## src/rtl/mem_arbiter.sv

```systemverilog
// mem_arbiter: shares one byte-wide RAM port between the instruction-fetch
// requester (IF) and the load/store requester (MEM).
//
// Every accepted request runs as a byte-serial transaction of 1, 2 or 4
// bytes. Read bytes are assembled little-endian. Loads are zero- or
// sign-extended, and the result is returned with a one-cycle done pulse.
//
// Ports:
//   clk, rst           clock, synchronous active-high reset
//   if_req_i           fetch request (4-byte read), held until if_done_o
//   if_addr_i          fetch base address
//   if_done_o          one-cycle pulse; if_data_o is valid
//   if_data_o          fetched word
//   mem_req_i          load/store request, held until mem_done_o
//   mem_we_i           1 = store, 0 = load
//   mem_sel_i          size: 001 byte, 010 half, 100 word
//                      (000 is rejected; any other value means word)
//   mem_signed_i       sign-extend loads
//   mem_addr_i         load/store base address
//   mem_data_i         store data, byte k = bits [8k+7:8k]
//   mem_done_o         one-cycle pulse: load data valid / store complete
//   mem_data_o         extended load result, 0 after stores
//   mem_busy_o         high while an IF transaction owns the RAM port
//   ram_addr_o         RAM byte address
//   ram_wr_o           RAM write strobe
//   ram_data_o         RAM write byte
//   ram_data_i         RAM read byte, valid one cycle after its address
module mem_arbiter #(
  parameter int ADDR_W = 32
) (
  input  logic              clk,
  input  logic              rst,
  input  logic              if_req_i,
  input  logic [ADDR_W-1:0] if_addr_i,
  output logic              if_done_o,
  output logic [31:0]       if_data_o,
  input  logic              mem_req_i,
  input  logic              mem_we_i,
  input  logic [2:0]        mem_sel_i,
  input  logic              mem_signed_i,
  input  logic [ADDR_W-1:0] mem_addr_i,
  input  logic [31:0]       mem_data_i,
  output logic              mem_done_o,
  output logic [31:0]       mem_data_o,
  output logic              mem_busy_o,
  output logic [ADDR_W-1:0] ram_addr_o,
  output logic              ram_wr_o,
  output logic [7:0]        ram_data_o,
  input  logic [7:0]        ram_data_i
);

  typedef enum logic [1:0] {IDLE, READ, WRITE, DONE} state_t;

  state_t            state_reg;
  logic              owner_mem_reg;
  logic [ADDR_W-1:0] base_reg;
  logic [2:0]        n_reg;
  logic [2:0]        cnt_reg;
  logic              is_signed_reg;
  logic [31:0]       wdata_reg;
  logic [31:0]       rdata_reg;

  logic [2:0]  req_n;
  logic        mem_ok;
  logic [2:0]  addr_off;
  logic [7:0]  wr_byte;
  logic [1:0]  lane;
  logic [31:0] assembled;
  logic [31:0] ext;

  // Size decode: only the two small one-hot codes are narrow, the rest is a word.
  always_comb begin
    case (mem_sel_i)
      3'b001:  req_n = 3'd1;
      3'b010:  req_n = 3'd2;
      default: req_n = 3'd4;
    endcase
  end

  assign mem_ok = mem_req_i && (mem_sel_i != 3'b000);

  // During a read, cnt runs one past the last issue index while the final
  // byte returns. Clamping keeps the address on the last byte, so the port
  // holds its last value through DONE and IDLE. n_reg resets to 1, which
  // makes the reset address 0.
  always_comb begin
    addr_off = (cnt_reg == n_reg) ? (n_reg - 3'd1) : cnt_reg;
  end

  assign ram_addr_o = base_reg + ADDR_W'(addr_off);
  assign ram_wr_o   = (state_reg == WRITE);

  always_comb begin
    wr_byte = wdata_reg[{cnt_reg[1:0], 3'b000} +: 8];
  end

  assign ram_data_o = (state_reg == WRITE) ? wr_byte : 8'h00;

  // The byte on ram_data_i belongs to the address issued one cycle earlier.
  assign lane = cnt_reg[1:0] - 2'd1;

  always_comb begin
    assembled = rdata_reg;
    assembled[{lane, 3'b000} +: 8] = ram_data_i;
  end

  always_comb begin
    case (n_reg)
      3'd1:    ext = {{24{is_signed_reg & assembled[7]}}, assembled[7:0]};
      3'd2:    ext = {{16{is_signed_reg & assembled[15]}}, assembled[15:0]};
      default: ext = assembled;
    endcase
  end

  always_ff @(posedge clk) begin
    if (rst) begin
      state_reg     <= IDLE;
      owner_mem_reg <= 1'b0;
      base_reg      <= '0;
      n_reg         <= 3'd1;
      cnt_reg       <= 3'd0;
      is_signed_reg <= 1'b0;
      wdata_reg     <= 32'h0;
      rdata_reg     <= 32'h0;
      if_done_o     <= 1'b0;
      if_data_o     <= 32'h0;
      mem_done_o    <= 1'b0;
      mem_data_o    <= 32'h0;
      mem_busy_o    <= 1'b0;
    end else begin
      if_done_o  <= 1'b0;
      mem_done_o <= 1'b0;
      case (state_reg)
        IDLE: begin
          if (mem_ok) begin
            owner_mem_reg <= 1'b1;
            base_reg      <= mem_addr_i;
            n_reg         <= req_n;
            is_signed_reg <= mem_signed_i;
            wdata_reg     <= mem_data_i;
            rdata_reg     <= 32'h0;
            cnt_reg       <= 3'd0;
            state_reg     <= mem_we_i ? WRITE : READ;
          end else if (if_req_i) begin
            owner_mem_reg <= 1'b0;
            base_reg      <= if_addr_i;
            n_reg         <= 3'd4;
            is_signed_reg <= 1'b0;
            rdata_reg     <= 32'h0;
            cnt_reg       <= 3'd0;
            mem_busy_o    <= 1'b1;
            state_reg     <= READ;
          end
        end
        READ: begin
          if (cnt_reg != 3'd0) begin
            rdata_reg <= assembled;
          end
          if (cnt_reg == n_reg) begin
            state_reg <= DONE;
            if (owner_mem_reg) begin
              mem_done_o <= 1'b1;
              mem_data_o <= ext;
            end else begin
              if_done_o <= 1'b1;
              if_data_o <= assembled;
            end
          end else begin
            cnt_reg <= cnt_reg + 3'd1;
          end
        end
        WRITE: begin
          if (cnt_reg == n_reg - 3'd1) begin
            state_reg  <= DONE;
            mem_done_o <= 1'b1;
            mem_data_o <= 32'h0;
          end else begin
            cnt_reg <= cnt_reg + 3'd1;
          end
        end
        DONE: begin
          state_reg  <= IDLE;
          mem_busy_o <= 1'b0;
        end
        default: state_reg <= IDLE;
      endcase
    end
  end

endmodule
```

## config.mk

```make
export PLATFORM = sky130hd
export DESIGN_NAME = mem_arbiter
export DESIGN_NICKNAME = d
export VERILOG_FILES = /design/src/rtl/mem_arbiter.sv
export SDC_FILE = /design/constraint.sdc
export NUM_CORES = 1
export LEC_CHECK = 0
export ABC_AREA = 1
export BUFFER_PORTS_ARGS = -buffer_cell sky130_fd_sc_hd__buf_2
export CAP_MARGIN = 20
export CORE_ASPECT_RATIO = 0.6
export CORE_MARGIN = 2
export CORE_UTILIZATION = 49
export DETAILED_ROUTE_END_ITERATION = 12
export PLACE_DENSITY = 0.75
export SYNTH_ARGS = -nofsm -noshare
export SYNTH_HDL_FRONTEND = slang
export SYNTH_SLANG_ARGS = --single-unit
```

## constraint.sdc

```tcl
create_clock -name clk -period 6.1 [get_ports clk]
set_input_delay 0.915 -clock clk [delete_from_list [all_inputs] [get_ports clk]]
set_output_delay 0.915 -clock clk [all_outputs]
set_load 0.05 [all_outputs]
```

==> impl_summary.md <==
Run status
The flow ran to the end, and the final reports show no timing, DRC or antenna violations.

Place
Input and output buffers added on the ports amount to 220. The post-placement worst setup slack is 1.16 ns. The instance area after placement is 9730 µm². The detailed placement HPWL is 20400 µm. Routability-driven placement finished with a final weighted congestion of 1.02.

Yosys
The netlist uses 36 different library cells. The main combinational cell family by area after synthesis is simple AND/OR/NAND/NOR gates. When the netlist entered floorplanning its net count stood at 1357.

Of the synthesized area, sequential elements account for 40.2%. Yosys mapped a number of flops with a built-in enable equal to 0. The dominant register cell in the synthesized netlist is sky130_fd_sc_hd__dfxtp_1. Of all flip-flops after synthesis, the portion carrying an async set or reset was 0%. The cell count after synthesis is 1228. The average cell area after synthesis is 7.02 µm². The post-synthesis share of cell area spent on and, or, nand and nor gates is 25.9%.

After synthesis the cells add up to 8620 µm². The synthesized netlist devotes 2.41% of its cell area to adder and majority cells. The area fraction in compound gates after synthesis is 20.7%. Synthesis inferred 173 register bits. Measured against the total synthesized area, the mux share comes to 0%. Summing the areas of all xor and xnor instances in the mapped netlist gives 2.74% of the synthesized area. Yosys printed 0 warnings.

Global route
The number of global-route vias before repair came to 7943. The combined global-route utilization of all metal layers is 29.9%. Entering global routing, the biggest net connects 97 pins. After global routing the overflow that remains totals 0. The initial antenna violation count is 1. The wire length of the first global-routing pass is 43900 µm.

STA
The post-route clock skew is 0.0163 ns. The max-slew violation total from the final report came to 0. Measured against its own limit, the worst slew margin works out to 29.1%. The tightest hold margin is 0.459 ns. The final period utilization is 89.4%.

The number of hold violations in the final report is 0. The total negative setup slack is 0 ns. The worst-margin pin slew is 1.06 ns.

The maximum clock rate is 0.183 GHz. Setup repair after global routing left no endpoint under its margin. Setup violations remaining at the end of the flow were counted as 0. The time the worst path needs with I/O delays and setup is 5.45 ns.

The worst path meets setup with 0.645 ns of slack.

Route
The first TritonRoute pass finished after 6 iterations. In the routed layout, each cell is associated on average with a via count of 5.63. The total wire length is 28400 µm. The remaining routing DRC violations is 0.

Dividing the detail-routed wire length by the instance count gives 17.3 µm. The detail route stage leaves a number of antenna-violating nets equal to 0. The violation count after the first detailed-route iteration is 1386. Summing over every cut layer, the via total after detailed routing is 9242.

Clock network
The maximum clock path buffer count is 2. The tree built by TritonCTS fans out to 173 sinks. The clock insertion delay at the later pin of the skew report is 0.44 ns. The total number of H-tree levels is 4. The clock-pin slew on the worst setup and hold paths is 0.07 ns. The cell sitting at the root of the clock tree is a sky130_fd_sc_hd__clkbuf_16. The number of buffers inserted during clock tree synthesis is 17.

The count of cells resized by post-cts repair is 0. The hold buffer count at CTS is 0. The setup fix buffers added after clock tree synthesis is 0. The TritonCTS clock tree is done.

Finish
The fraction of layout instances using a drive strength above 1 is 20.1%. The relative area change from synthesis to final layout is 20.2%. The repair_antennas step left the layout with diodes totalling 0. In the layout the commonest cells are sky130_fd_sc_hd__nand2_1 (290), sky130_fd_sc_hd__buf_2 (219), sky130_fd_sc_hd__dfxtp_1 (173). The final layout contains 1525 nets. The finished cells cover 10400 µm².

At the end of the flow the core is filled with cells to 60.3%. The most common cell after layout, fill and taps aside is sky130_fd_sc_hd__nand2_1.

Pwr
The internal power is 2330 µW. The net load switching power is 2200 µW. The maximum VDD drop is 258 µV. Summed over all cells, the static leakage comes to 0.00435 µW. Of the total power, the share spent switching nets is 48.6%. The share of power burned in the clock network is 24.0%. Power spread over the standard cell area amounts to 437 nW/µm². The register share of total power is 32.1%. Of the total power, combinational logic draws 43.8%.

Critical path
The critical path data arrival time is 4.54 ns. The maximum fanout along the worst path is 15. Walking the worst path, the cells encountered are inv_1 -> nand2_1 -> nand2_1 -> nor2_8 -> nand2_4 -> o21ai_0 -> ha_1 -> inv_1 -> fa_1 -> inv_1 -> nand2_1 -> a21oi_2 -> nand2_1 -> nor2_2 -> inv_1 -> nor2_2 -> nand2_1 -> xnor2_1 -> buf_2.

The endpoint of the worst register-to-register path is rdata_reg[31]. The critical path's largest stage delay is 0.67 ns. The cell that appears most often on the critical path is sky130_fd_sc_hd__nand2_1.

The worst setup path is captured at an output port. STA classifies the critical path startpoint as a flip-flop. The critical path contains buffers and inverters numbering 5 combined. The number of cells on the worst reg-to-reg path is 10. The setup slack on the worst flop-to-flop path is 2.79 ns. The cell family contributing the most delay on the critical path is simple AND/OR/NAND/NOR gates. The launching point of the worst reg2reg path is cnt_reg[1]. The type of the worst setup path is reg2out.

The critical path starts at cnt_reg[1]. The required time at the worst-slack endpoint is 5.18 ns. The cell with the largest stage delay on the worst path is sky130_fd_sc_hd__dfxtp_1.

Die
The die extent in y is 107 µm. In this run the core area contains 37 standard-cell rows. During I/O placement, the number of pins put on the boundary was 221. Once the floorplan was initialized, standard cells occupied 50.2% of the core. The die is 175 µm wide. The die footprint is 18700 µm². The floorplan step defined a core boundary enclosing 17200 µm².

Min path
The worst hold path passes through 2 cells. The endpoint with the worst hold slack is wdata_reg[23]. The source of the worst hold timing path is wdata_reg[23]. The kind of path behind the tightest hold check is reg2reg.

Flow run
Max-cap violations in this run came to 0.
[worst max-delay path by stage]
| stage | end | slack [ns] | cells after the start |
|---|---|---|---|
| after floorplan | ram_addr_o[18] | 1.70 | 18 |
| after global placement | ram_addr_o[18] | 1.25 | 19 |
| after detailed placement | ram_addr_o[18] | 1.16 | 19 |
| after CTS | ram_addr_o[18] | 0.68 | 19 |
| after global routing | ram_addr_o[18] | 0.27 | 19 |
| final | ram_addr_o[18] | 0.65 | 19 |
[layout make-up]
class                      count  area [µm²]
sequential                   173        3460
clock buffer                  17         425
fill                        1636        6820
tap                          234         293
timing repair buffer         229        1190
inverter                      91         342
multi-input combinational    884        4480
clock inverter                15         169
[cell families after synthesis]
| logic type | count (synthesis) |
|---|---|
| flops | 173 |
| buf+inv | 171 |
| simple gates | 510 |
| compound gates | 331 |
| fa+ha+maj | 16 |
| xor+xnor | 27 |
[worst min-delay path, stage by stage (launching register included)]
cell and delay (ns):
sky130_fd_sc_hd__dfxtp_1 0.30, sky130_fd_sc_hd__inv_1 0.06, sky130_fd_sc_hd__a21oi_1 0.06
[Yosys cell counts (5+ instances only)]
| library cell | number | area (µm²) |
|---|---|---|
| sky130_fd_sc_hd__a21oi_1 | 163 | 816 |
| sky130_fd_sc_hd__buf_4 | 5 | 37.5 |
| sky130_fd_sc_hd__nor2_1 | 38 | 143 |
| sky130_fd_sc_hd__xor2_1 | 16 | 140 |
| sky130_fd_sc_hd__nand2_1 | 290 | 1090 |
| sky130_fd_sc_hd__inv_1 | 87 | 327 |
| sky130_fd_sc_hd__o211ai_1 | 16 | 120 |
| sky130_fd_sc_hd__o21ai_0 | 100 | 500 |
| sky130_fd_sc_hd__o31ai_1 | 7 | 52.6 |
| sky130_fd_sc_hd__dfxtp_1 | 173 | 3460 |
| sky130_fd_sc_hd__nor3_1 | 15 | 75.1 |
| sky130_fd_sc_hd__ha_1 | 15 | 188 |
| sky130_fd_sc_hd__buf_1 | 5 | 18.8 |
| sky130_fd_sc_hd__nand2_2 | 6 | 37.5 |
| sky130_fd_sc_hd__nand3_1 | 133 | 666 |
| sky130_fd_sc_hd__buf_2 | 16 | 80.1 |
| sky130_fd_sc_hd__nand4_1 | 14 | 87.6 |
| sky130_fd_sc_hd__a31oi_1 | 32 | 200 |
| sky130_fd_sc_hd__clkbuf_1 | 52 | 195 |
| sky130_fd_sc_hd__xnor2_1 | 11 | 96.3 |
| sky130_fd_sc_hd__a211oi_1 | 9 | 67.6 |
[power groups by stage]
stage	combinational (µW)	clock, µW	sequential (µW)
floorplan	1430	0	1460
global placement	1890	0	1470
detailed placement	1900	0	1480
CTS	1910	1100	1450
global route	2140	1150	1470
finish	1980	1090	1460
[through the flow]
stage | power (µW) | std cells
after floorplan | 2890 | 1228
after global placement | 3370 | 1609
after detailed placement | 3380 | 1609
after CTS | 4470 | 1641
after global routing | 4760 | 1643
final | 4530 | 1643
[metal layers]
layer	track usage (%)	routed length [µm]
met3	7.41	3790
met4	6.61	256
met2	36.0	10000
met5	0	0
met1	50.2	14300
(Power assumes the default switching activity.)
